### src/rtl/instr_prefetch_queue.sv
`default_nettype none
// ============================================================================
//  Module   : instr_prefetch_queue
//  Purpose  : FIFO prefetch buffer between the fetch unit and the instruction
//             register. Buffers (opcode, address) words in order and presents
//             the head over a valid/ready handshake. A flush empties the queue
//             and loads a new expected address; later fetches whose address
//             does not match the expected sequential address are consumed
//             and dropped.
//  Ports    : clk, rst          - clock, synchronous active-high reset
//             in_valid/in_ready - fetch-side handshake
//             in_opcode/in_address - fetched word
//             out_valid/out_ready - IR-side handshake
//             out_opcode/out_address - head entry
//             flush/flush_addr  - redirect pulse and new expected address
//             count             - current occupancy
//             stale_drop        - pulse: a word was dropped last cycle
//  Revision : 1.0 - initial release
// ============================================================================
module instr_prefetch_queue #(
    parameter int unsigned          DEPTH      = 4,
    parameter int unsigned          OPCODE_W   = 16,
    parameter int unsigned          ADDR_W     = 64,
    parameter int unsigned          ADDR_STEP  = 2,
    parameter logic [ADDR_W-1:0]    RESET_ADDR = '0
) (
    input  logic                     clk,
    input  logic                     rst,
    input  logic                     in_valid,
    output logic                     in_ready,
    input  logic [OPCODE_W-1:0]      in_opcode,
    input  logic [ADDR_W-1:0]        in_address,
    output logic                     out_valid,
    input  logic                     out_ready,
    output logic [OPCODE_W-1:0]      out_opcode,
    output logic [ADDR_W-1:0]        out_address,
    input  logic                     flush,
    input  logic [ADDR_W-1:0]        flush_addr,
    output logic [$clog2(DEPTH):0]   count,
    output logic                     stale_drop
);

    localparam int unsigned           c_ptr_w = $clog2(DEPTH);
    localparam int unsigned           c_cnt_w = c_ptr_w + 1;
    localparam logic [c_cnt_w-1:0]    c_full  = c_cnt_w'(DEPTH);
    localparam logic [ADDR_W-1:0]     c_step  = ADDR_W'(ADDR_STEP);

    logic [c_ptr_w-1:0]  rd_ptr_q, rd_ptr_d;
    logic [c_ptr_w-1:0]  wr_ptr_q, wr_ptr_d;
    logic [c_cnt_w-1:0]  count_q, count_d;
    logic [ADDR_W-1:0]   exp_addr_q, exp_addr_d;
    logic                stale_drop_q, stale_drop_d;

    // Storage is deliberately left unreset; out_* are don't-care while empty.
    logic [OPCODE_W-1:0] mem_opcode_q [DEPTH];
    logic [ADDR_W-1:0]   mem_addr_q   [DEPTH];

    logic w_accept;
    logic w_pop;
    logic w_match;
    logic w_store;
    logic w_drop;

    always_comb begin
        in_ready    = !rst && !flush && (count_q != c_full);
        out_valid   = !rst && !flush && (count_q != '0);
        out_opcode  = mem_opcode_q[rd_ptr_q];
        out_address = mem_addr_q[rd_ptr_q];

        w_accept = in_valid && in_ready;
        w_pop    = out_valid && out_ready;
        w_match  = (in_address == exp_addr_q);
        // A mismatching word still completes its handshake so the fetch unit
        // can drain stale in-flight requests; it simply never takes a slot.
        w_store  = w_accept && w_match;
        w_drop   = w_accept && !w_match;
    end

    always_comb begin
        rd_ptr_d     = rd_ptr_q;
        wr_ptr_d     = wr_ptr_q;
        count_d      = count_q;
        exp_addr_d   = exp_addr_q;
        stale_drop_d = 1'b0;

        if (flush) begin
            // No accept or pop can happen in a flush cycle (handshakes are
            // gated), so the queue restarts cleanly at slot 0.
            rd_ptr_d   = '0;
            wr_ptr_d   = '0;
            count_d    = '0;
            exp_addr_d = flush_addr;
        end else begin
            stale_drop_d = w_drop;
            if (w_store) begin
                wr_ptr_d   = wr_ptr_q + 1'b1;
                exp_addr_d = exp_addr_q + c_step;
            end
            if (w_pop) begin
                rd_ptr_d = rd_ptr_q + 1'b1;
            end
            // A dropped word occupies no slot, so only store vs. pop matters.
            case ({w_store, w_pop})
                2'b10:   count_d = count_q + 1'b1;
                2'b01:   count_d = count_q - 1'b1;
                default: count_d = count_q;
            endcase
        end
    end

    always_ff @(posedge clk) begin
        if (rst) begin
            rd_ptr_q     <= '0;
            wr_ptr_q     <= '0;
            count_q      <= '0;
            exp_addr_q   <= RESET_ADDR;
            stale_drop_q <= 1'b0;
        end else begin
            rd_ptr_q     <= rd_ptr_d;
            wr_ptr_q     <= wr_ptr_d;
            count_q      <= count_d;
            exp_addr_q   <= exp_addr_d;
            stale_drop_q <= stale_drop_d;
        end
    end

    always_ff @(posedge clk) begin
        if (w_store) begin
            mem_opcode_q[wr_ptr_q] <= in_opcode;
            mem_addr_q[wr_ptr_q]   <= in_address;
        end
    end

    assign count      = count_q;
    assign stale_drop = stale_drop_q;

endmodule
`default_nettype wire

### config.mk
export PLATFORM = sky130hd
export DESIGN_NAME = instr_prefetch_queue
export DESIGN_NICKNAME = d
export VERILOG_FILES = /design/src/rtl/instr_prefetch_queue.sv
export SDC_FILE = /design/constraint.sdc
export NUM_CORES = 1
export LEC_CHECK = 0
export CAP_MARGIN = 20
export CORE_MARGIN = 2
export CORE_UTILIZATION = 25
export CTS_CLUSTER_DIAMETER = 150
export DETAILED_ROUTE_END_ITERATION = 10
export MAX_ROUTING_LAYER = met4
export PLACE_DENSITY = 0.54
export SLEW_MARGIN = 20
export SYNTH_ARGS = -nofsm -noshare
export SYNTH_HDL_FRONTEND = slang
export SYNTH_SLANG_ARGS = --single-unit
### constraint.sdc
create_clock -name clk -period 5.4 [get_ports clk]
set_input_delay 1.08 -clock clk [delete_from_list [all_inputs] [get_ports clk]]
set_output_delay 1.08 -clock clk [all_outputs]
set_load 0.03 [all_outputs]
# Word level (Yosys, flattened, before mapping)
# Memories as Yosys holds them, arrays and structs flattened. A register that Yosys moved wholly into a read port is not among the register bits.
# Index checks and enable logic that the tools add are counted.
[totals]
ff_bits = 72
ram_bits = 320
input_bits = 149
out_inout_bits = 86
wordCells = 39
mem_count = 2
[classes]
addsub = 5
eq_ne = 4
mux = 9
n_reduce_logical = 14
[mem_list]
columns = ["name", "words", "width", "read_ports", "rd_ports_with_merged_regs", "write_ports", "line_no", "rtl"]
rows = [
  ["mem_addr_q", 4, 64, 1, 1, 1, "56", "logic [ADDR_W-1:0] mem_addr_q [DEPTH];"],
  ["mem_opcode_q", 4, 16, 1, 1, 1, "55", "logic [OPCODE_W-1:0] mem_opcode_q [DEPTH];"],
]
[op_table]
columns = ["op", "n"]
rows = [
  ["64-bit 2-to-1 mux", 2],
  ["64-bit by 2-bit adder with 64-bit output (second input constant)", 1],
  ["64-bit equality test", 1],
  ["2-bit 2-to-1 mux", 4],
  ["1-bit logical AND", 7],
  ["3-bit one-hot mux with 2 select lines", 1],
  ["2-bit by 1-bit adder with 2-bit output (second input constant)", 2],
  ["2-bit nonzero test", 2],
  ["3-bit by 1-bit adder with 3-bit output (second input constant)", 1],
  ["1-bit logical NOT", 3],
  ["3-bit != test (second input constant)", 1],
  ["3-bit nonzero test", 1],
  ["3-bit by 1-bit subtractor with 3-bit output (second input constant)", 1],
  ["2-bit by 1-bit equality test with 1-bit output (second input constant)", 1],
  ["2-bit equality test (second input constant)", 1],
  ["1-bit 2-to-1 mux", 2],
  ["2-bit OR reduction", 1],
]

# Depth between registers and ports, before layout
# Gate-level depths: netlist of run 1.
[logic_depth]
depth_word = 7
ltp_mapped = 15
depth_no_buf = 12

# Least setup slack after synthesis of run 1
# OpenSTA, ideal clock, no wires.
[synth_path]
path_type = "input port to flip-flop"
from = "input port in_address[41]"
to = "memory mem_addr_q[0][0], enable pin"
t_arrival_ns = 4.184
slack_ns = 0.768
path_stages = 6
path_buffers = 1
cell_sequence = "xnor2_1 nand4_1 nor4_2 and4_1 clkbuf_1 and3_1"
[synth_via]
elab_chain_len = 4
[synth_rtl]
columns = ["item", "line_no", "rtl"]
rows = [
  ["start: declaration", "32", "input logic [ADDR_W-1:0] in_address,"],
  ["64-bit equality test", "72", "w_match = (in_address == exp_addr_q);"],
  ["1-bit logical AND", "75", "w_store = w_accept && w_match;"],
  ["1-bit 2-to-1 mux", "128", "if (w_store) begin"],
  ["1-bit 2-to-1 mux (implied by the code)", "130", "mem_addr_q[wr_ptr_q] <= in_address;"],
  ["end: declaration", "56", ""],
]
# No other way between the ends.

==> flow_metrics.env, run 1 <==
export IMPL_ir_drop_uv=189
export IMPL_setup_viol=0
export IMPL_skew_ns=0.0195
export IMPL_dp_slack_ns=0.893
export IMPL_grt_pass1_vias=10718
export IMPL_dpl_hpwl_um=36500
export IMPL_fin_tns_setup_ns=0
export IMPL_clk_latency_ns=0.57
export IMPL_hold_viol=0
export IMPL_drtIter0Drc=854
export IMPL_slew_headroom=0.399
export IMPL_ios=235
export IMPL_layout_area_seq_um2=11100
export IMPL_cts_buffers_inserted=44
export IMPL_vias=10803
export IMPL_maxCapViolations=0
export IMPL_synthXorXnorAreaFrac=0.0420
export IMPL_routedWlPerCell_um=23.4
export IMPL_synth_area_um2=16700
export IMPL_synthSimpleGateAreaFrac=0.0972
export IMPL_grt_pass1_wl_um=75800
export IMPL_clock_sinks=394
export IMPL_drv_slew=0
export IMPL_crit_arrival_ns=3.00
export IMPL_leakagePower_nw=6.51
export IMPL_setup_ws_ns=1.32
export IMPL_status="finished, final reports clean"
export IMPL_via_per_inst=4.85
export IMPL_die_h_um=262
export IMPL_postCtsHoldBufs=0
export IMPL_power_density_nw_per_um2=305
export IMPL_rows=94
export IMPL_postCtsResizedCells=0
export IMPL_place_gp_congestion=0.901
export IMPL_period_minus_slack_ns=4.08
export IMPL_synth_cells=1081
export IMPL_synthAdderAreaFrac=0.00570
export IMPL_start_kind="flip-flop"
export IMPL_grt_overflow_total=0
export IMPL_async_flop_share=0
export IMPL_syn_area_per_cell_um2=15.4
export IMPL_synthFlopType="edfxtp_1"
export IMPL_clockRootBuffer="clkbuf_16"
export IMPL_fillers=6468
export IMPL_fin_crit_sh=0.755
export IMPL_fin_nets=1481
export IMPL_drc_errors=0
export IMPL_crit_type="flip-flop to output port"
export IMPL_chipWidth_um=262
export IMPL_worst_pin_slew_ns=0.898
export IMPL_drt_pass1_iter_count=5
export IMPL_ctsHtreeMaxLevel=2
export IMPL_cp_max_fo=24
export IMPL_rsz0062_at_grt="no"
export IMPL_coreArea_um2=65900
export IMPL_clkSlewWorstSetupHoldPaths_ns=0.06
export IMPL_drtAntennaViolNets=0
export IMPL_multi_input_area_um2=5270
export IMPL_cts_tree="built"
export IMPL_ys_seq_elements=394
export IMPL_start_util=0.253
export IMPL_antenna_found_initial=7
export IMPL_drt_wl_total_um=52200
export IMPL_track_usage=0.153
export IMPL_synth_compound_area_frac=0.0579
export IMPL_die_area_um2=68800
export IMPL_area_delta_synth_final_pct=29.4
export IMPL_end_kind="output port"
export IMPL_hp_class="flip-flop to flip-flop"
export IMPL_portBuffers=234
export IMPL_cts_max_path_buffers=3
export IMPL_synth_top_family_by_area="multiplexers"
export IMPL_yosysSeqAreaShare=0.665
export IMPL_worstPathRequired_ns=4.32
export IMPL_fmax_mhz=245
export IMPL_power_mw=6.57
export IMPL_cts_setup_buffers=0
export IMPL_grt_max_degree=47
export IMPL_drive_above_1_share=0.146
export IMPL_yosys_warnings=0
export IMPL_synth_edf_count=320
export IMPL_ys_types=63
export IMPL_synth_area_mux_share=0.112
export IMPL_syn_nets=1237
metal layers:
layer  vias to the layer above  global-route usage  wire [um]
met1                      5529               0.210      23200
met4                         0              0.0296        788
met3                        59              0.0353       3780
met2                       419               0.233      24400
met5                         -                   -          0
li1                       4796                   -          -
where the power goes:
part           total [mW]  switching [mW]  internal (mW)  leakage, nW
registers            3.36          0.0496           3.31         3.49
logic               0.360           0.190          0.169         2.36
clock network        2.86            1.23           1.63        0.664
cell type report:
type / instances / area share
Multi-Input combinational cell: 602 / 0.244
Sequential cell: 394 / 0.514
Timing Repair Buffer: 257 / 0.123
Antenna cell: 7 / 0.000812
Tap cell: 864 / 0.0501
Clock buffer: 52 / 0.0539
Inverter: 26 / 0.00452
Clock inverter: 27 / 0.00899
flip-flops by register name, summed over array words and instances, names as in the netlist, named ones only:
register / count
rd_ptr_q: 2
count: 3
wr_ptr_q: 2
mem_opcode_q: 64
mem_addr_q: 256
stale_drop: 1
exp_addr_q: 64
synthesized netlist by cell type, drive strengths merged, types with 3 or more instances:
cell	count	area, um2
a211oi	7	52.6
a21boi	4	30.0
a21oi	17	85.1
a221o	10	100
a22oi	7	52.6
a311oi	4	35.0
a31oi	21	131
a32oi	7	61.3
and2	5	31.3
and3	16	100
and4	4	35.0
buf	25	121
clkbuf	34	128
dfxtp	74	1480
edfxtp	320	9610
ha	6	75.1
inv	25	93.8
mux2i	5	50.1
mux4	80	1800
nand2	57	214
nand3	38	190
nand3b	7	52.6
nand4	31	215
nor2	39	154
nor3	34	170
nor3b	3	22.5
nor4	25	257
o211ai	11	87.6
o21a	5	37.5
o21ai	37	185
o31ai	3	22.5
or2	6	37.5
or3	14	87.6
or4	3	22.5
xnor2	74	648
xor2	6	52.6
critical path, cell delays in order, from the launching register on:
cell             delay, ns
dfxtp_4               0.72
buf_4                 0.45
mux4_2                0.56
clkdlybuf4s50_1       0.65
cell usage in the layout (no fill, tap or decap), types with 9 or more instances in the layout:
master           synthesis  layout
inv_1                   22      22
nor3_1                  34      34
nand4_1                 29      29
a221o_1                 10      10
xnor2_1                 74      74
nor4_1                  16      16
nand3_1                 38      38
clkinv_1                 1      10
clkinv_2                 0       9
o21ai_0                 35      35
buf_12                   0      12
dfxtp_1                 74      72
nand2_1                 57      57
clkdlybuf4s50_1          0     232
or3_1                   14      14
o211ai_1                10      10
edfxtp_1               320     320
mux4_2                  80      80
a31oi_1                 21      21
buf_4                    1      13
nor2_1                  38      38
a21oi_1                 17      17
clkbuf_16                0      45
and3_1                  16      12
logic make-up (layout without fill, tap and decap cells):
family          Yosys count  in the layout
compound gates          143            143
xor+xnor                 80             80
fa+ha+maj                 7              7
buf+inv                  85            362
flops                   394            394
mux                      86             86
other cells               0              7
simple gates            286            286
per-stage QoR:
step | area [um2] | hold WS (ns) | cells | util
global route | 21600 | 0.519 | 2229 | 0.328
floorplan | 16700 | 0.469 | 1081 | -
finish | 21600 | 0.495 | 2229 | 0.328
global placement | 20200 | 0.480 | 2143 | 0.307
detailed placement | 20200 | 0.493 | 2143 | 0.307
CTS | 21600 | 0.501 | 2222 | 0.327
final timing paths:
| check | startpoint | endpoint | slack, ns | cells after the start |
|---|---|---|---|---|
| min reg2reg | wr_ptr_q[1] | wr_ptr_q[1] | 0.50 | 2 |
| min | wr_ptr_q[1] | wr_ptr_q[1] | 0.50 | 2 |
| max | flip-flop | out_address[45] | 1.32 | 3 |
| max reg2reg | exp_addr_q[41] | exp_addr_q[7] | 2.16 | 7 |
Note: power is estimated with default switching activity, not from simulation.
==> run 2, diff against run 1 <==
- clock period: 5.4 -> 3.9 ns (I/O delays scaled with it)
==> flow_metrics.env, run 2 (synthesis gave the netlist of run 1 again) <==
export IMPL_maxCapViolations=0
export IMPL_slew_headroom=0.489
export IMPL_clock_sinks=394
export IMPL_hp_class="flip-flop to flip-flop"
export IMPL_power_mw=9.06
export IMPL_drv_slew=0
export IMPL_place_gp_congestion=0.917
export IMPL_coreArea_um2=65900
export IMPL_ctsHtreeMaxLevel=2
export IMPL_path_cells="buf_4 -> mux4_2 -> clkdlybuf4s50_1"
export IMPL_instances_no_fill=2259
export IMPL_drtAntennaViolNets=0
export IMPL_cts_max_path_buffers=3
export IMPL_whs_ns=0.502
export IMPL_die_area_um2=68800
export IMPL_end_kind="output port"
export IMPL_grt_max_degree=44
export IMPL_portBuffers=234
export IMPL_crit_arrival_ns=2.76
export IMPL_layout_common_cells="edfxtp_1 (320), clkdlybuf4s50_1 (232), mux4_2 (80)"
export IMPL_power_density_nw_per_um2=414
export IMPL_critPathMaxStageDelay_ns=0.67
export IMPL_track_usage=0.153
export IMPL_drt_wl_total_um=52200
export IMPL_cpLargestDelayFamily="buffers and inverters"
export IMPL_drc_errors=0
export IMPL_antenna_found_initial=3
export IMPL_vias=10836
export IMPL_clkSlewWorstSetupHoldPaths_ns=0.06
export IMPL_path_buf_inv=2
export IMPL_period_minus_slack_ns=3.54
export IMPL_top_regs="mem_addr_q (256), exp_addr_q (64), mem_opcode_q (64)"
export IMPL_worst_pin_slew_ns=0.766
export IMPL_fin_tns_setup_ns=0
export IMPL_hold_viol=0
export IMPL_skew_ns=0.0156
export IMPL_drive_above_1_share=0.167
export IMPL_grt_pass1_vias=10830
export IMPL_chipWidth_um=262
export IMPL_dp_cells=2174
export IMPL_status="finished, final reports clean"
export IMPL_die_h_um=262
export IMPL_ios=235
export IMPL_start_util=0.253
export IMPL_cts_tree="built"
export IMPL_ir_drop_uv=231
export IMPL_fin_crit_sh=0.909
export IMPL_routedWlPerCell_um=23.1
export IMPL_rows=94
export IMPL_area_delta_synth_final_pct=31.0
export IMPL_cts_setup_buffers=0
export IMPL_fillers=6463
export IMPL_fmax_mhz=282
export IMPL_drtIter0Drc=1098
export IMPL_via_per_inst=4.80
export IMPL_postCtsResizedCells=0
export IMPL_rsz0062_at_grt="no"
export IMPL_clockRootBuffer="clkbuf_16"
export IMPL_cp_max_fo=19
export IMPL_worstPathRequired_ns=3.12
export IMPL_largest_register_ffs=256
export IMPL_leakagePower_nw=6.68
export IMPL_dpl_hpwl_um=37600
export IMPL_cts_buffers_inserted=44
export IMPL_setup_viol=0
export IMPL_top_register="mem_addr_q"
export IMPL_postCtsHoldBufs=0
export IMPL_cp_slowest_cell="dfxtp_4"
export IMPL_mostFrequentLayoutCell="edfxtp_1"
export IMPL_fin_nets=1512
export IMPL_grt_pass1_wl_um=75100
export IMPL_start_kind="flip-flop"
export IMPL_grt_overflow_total=0
export IMPL_clk_latency_ns=0.57
export IMPL_drt_pass1_iter_count=5
export IMPL_crit_type="flip-flop to output port"
export IMPL_final_core_util=0.332
==> run 2: changes by cell type in the layout (fill, tap and decap cells not counted) <==
cell / before / now
buf_4: 13 / 39
clkinv_2: 9 / 11
inv_4: 0 / 1
clkinvlp_4: 2 / 3
buf_12: 12 / 17
clkbuf_1: 6 / 9
clkinv_1: 10 / 7
diode_2: 7 / 3
bufinv_16: 2 / 1
==> run 2: worst register-to-register path, delay by kind of cell (launching register included) <==
family	cells	cell delay, ns
and+or+nand+nor	6	2.13
DFF	1	0.45
adders and majority gates	1	0.25
AOI/OAI and AO/OA	1	0.15
==> run 2: cell type report <==
class	count	area (um2)	share of cell area
timing repair buffer	288	2960	0.135
multi-input combinational	602	5270	0.241
tap	864	1080	0.0495
sequential	394	11100	0.508
inverter	26	97.6	0.00446
clock buffer	55	1170	0.0537
clock inverter	27	176	0.00807
antenna	3	7.51	0.000343
==> run 2: through the flow <==
stage	area (um2)	worst slack, ns
3_5_place_dp	20500	0.139
3_3_place_gp	20500	0.107
5_1_grt	21900	0.178
6_report	21900	0.355
2_1_floorplan	16700	0.471
4_1_cts	21900	0.219
==> run 2: path summary, 6_finish.rpt <==
check             cells past startpoint          start  slack [ns]               to
hold reg to reg                       2    wr_ptr_q[1]        0.50      wr_ptr_q[1]
hold / removal                        2    wr_ptr_q[1]        0.50      wr_ptr_q[1]
setup reg to reg                      8  exp_addr_q[2]        0.85   exp_addr_q[57]
setup / recovery                      3      flip-flop        0.36  out_address[25]
==> run 2: layer usage <==
metal | share of wire | GRT usage | vias up
met4 | 0.020 | 0.0367 | 0
li1 | - | - | 4848
met2 | 0.47 | 0.235 | 400
met5 | 0 | - | -
met3 | 0.071 | 0.0308 | 68
met1 | 0.44 | 0.207 | 5520
==> run 2: power breakdown <==
part	internal [mW]	switching, mW
Sequential	4.58	0.0677
Combinational	0.248	0.267
Clock	2.21	1.69
Total	7.04	2.03
==> run 3, diff against run 2 <==
- CORE_ASPECT_RATIO: not set -> 0.7
==> flow_metrics.env, run 3 (synthesis gave the netlist of run 1 again) <==
export IMPL_ctsHtreeMaxLevel=2
export IMPL_drtIter0Drc=1091
export IMPL_area_delta_synth_final_pct=32.7
export IMPL_intPower_mw=7.36
export IMPL_ios=235
export IMPL_rows=79
export IMPL_cts_setup_buffers=0
export IMPL_clk_latency_ns=0.57
export IMPL_place_gp_congestion=0.889
export IMPL_drv_slew=0
export IMPL_fin_nets=1518
export IMPL_clock_sinks=394
export IMPL_start_util=0.252
export IMPL_skew_ns=0.0180
export IMPL_drt_pass1_iter_count=6
export IMPL_status="finished, final reports clean"
export IMPL_slew_headroom=0.497
export IMPL_drc_errors=0
export IMPL_routedWlPerCell_um=23.6
export IMPL_vias=11014
export IMPL_postCtsHoldBufs=0
export IMPL_via_per_inst=4.80
export IMPL_cts_buffers_inserted=43
export IMPL_grt_max_degree=42
export IMPL_period_minus_slack_ns=3.51
export IMPL_top_register="mem_addr_q"
export IMPL_power_switching_mw=2.06
export IMPL_worstPathRequired_ns=3.12
export IMPL_hp_start="wr_ptr_q[1]"
export IMPL_top_regs="mem_addr_q (256), exp_addr_q (64), mem_opcode_q (64)"
export IMPL_track_usage=0.161
export IMPL_p_comb_frac=0.055
export IMPL_power_density_nw_per_um2=426
export IMPL_start_kind="flip-flop"
export IMPL_hold_viol=0
export IMPL_worst_pin_slew_ns=0.748
export IMPL_coreArea_um2=66200
export IMPL_chipWidth_um=313
export IMPL_fmax_mhz=285
export IMPL_place_area_um2=20700
export IMPL_fin_crit_sh=0.900
export IMPL_drt_wl_total_um=54200
export IMPL_mostFrequentLayoutCell="edfxtp_1"
export IMPL_clkSlewWorstSetupHoldPaths_ns=0.07
export IMPL_dp_cells=2208
export IMPL_maxCapViolations=0
export IMPL_rsz0062_at_grt="no"
export IMPL_crit_arrival_ns=2.73
export IMPL_fin_tns_setup_ns=0
export IMPL_dpl_hpwl_um=38900
export IMPL_end_kind="output port"
export IMPL_seq_power_share=0.493
export IMPL_postCtsResizedCells=0
export IMPL_clock_power_share=0.452
export IMPL_instances_no_fill=2296
export IMPL_rr_startpoint="exp_addr_q[1]"
export IMPL_cp_max_fo=31
export IMPL_die_area_um2=68800
export IMPL_layout_common_cells="edfxtp_1 (320), clkdlybuf4s50_1 (232), mux4_2 (80)"
export IMPL_postLayoutCellArea_um2=22100
export IMPL_grt_overflow_total=0
export IMPL_setup_viol=0
export IMPL_layout_area_seq_um2=11100
export IMPL_drive_above_1_share=0.170
export IMPL_antenna_found_initial=9
export IMPL_leakagePower_nw=6.77
export IMPL_largest_register_ffs=256
export IMPL_whs_ns=0.504
export IMPL_r2r_end="exp_addr_q[57]"
export IMPL_grt_pass1_wl_um=77600
export IMPL_clockRootBuffer="clkbuf_16"
export IMPL_ir_drop_uv=279
export IMPL_drtAntennaViolNets=0
export IMPL_r2r_cells=8
export IMPL_fillers=6492
export IMPL_cts_max_path_buffers=3
export IMPL_multi_input_area_um2=5270
export IMPL_sw_frac_of_total=0.219
export IMPL_endpoint="out_address[21]"
export IMPL_hp_class="flip-flop to flip-flop"
export IMPL_grt_pass1_vias=10931
export IMPL_portBuffers=234
export IMPL_crit_type="flip-flop to output port"
export IMPL_cts_tree="built"
export IMPL_die_h_um=220
export IMPL_regToRegSetupSlack_ns=0.78
-- run 3: changes by cell type in the layout (fill, tap and decap cells not counted), moves of 2 or more --
cell       before  now
buf_4          39   41
diode_2         3    9
clkinv_2       11    5
bufinv_16       1    6
buf_12         17   22
-- run 3: power by group through the flow --
stage | sequential [mW] | combinational, mW | clock, mW
global route | 4.65 | 0.552 | 4.55
CTS | 4.65 | 0.520 | 4.40
floorplan | 4.71 | 0.184 | 0
finish | 4.65 | 0.518 | 4.25
global placement | 4.74 | 0.517 | 0
detailed placement | 4.74 | 0.516 | 0
-- run 3: metal layers --
layer	wire length, um	track usage	up-vias
met1	24900	0.226	5592
met3	5040	0.0474	64
met5	0	-	-
met2	23400	0.231	486
li1	-	-	4872
met4	773	0.0303	0
-- run 3: worst max-delay path: stages, from the launching register on --
cell and delay [ns]:
dfxtp_4 0.57, buf_12 0.32, mux4_2 0.59, clkdlybuf4s50_1 0.63
-- run 3: how the worst min path moves through the flow --
stage                        to  slack (ns)  cells after the start
CTS                 wr_ptr_q[1]        0.51                      2
finish              wr_ptr_q[1]        0.50                      2
global route        wr_ptr_q[1]        0.54                      2
floorplan           wr_ptr_q[1]        0.47                      2
global placement    wr_ptr_q[1]        0.48                      2
detailed placement  wr_ptr_q[1]        0.49                      2
-- run 3: area by class of cell --
type / instances / area share
diodes: 9 / 0.00102
clock buffers: 54 / 0.0529
clock inverters: 25 / 0.0131
inverters: 26 / 0.00441
multi-input cells: 602 / 0.238
flip-flops and latches: 394 / 0.501
well taps: 891 / 0.0504
repair buffers: 295 / 0.139
-- run 3: metrics by stage --
step | util | power [mW] | worst slack, ns
final | 0.334 | 9.42 | 0.389
after global placement | 0.312 | 5.25 | 0.00152
after global routing | 0.334 | 9.75 | 0.246
after floorplan | - | 4.89 | 0.471
after CTS | 0.334 | 9.56 | 0.295
after detailed placement | 0.312 | 5.25 | 0.0419
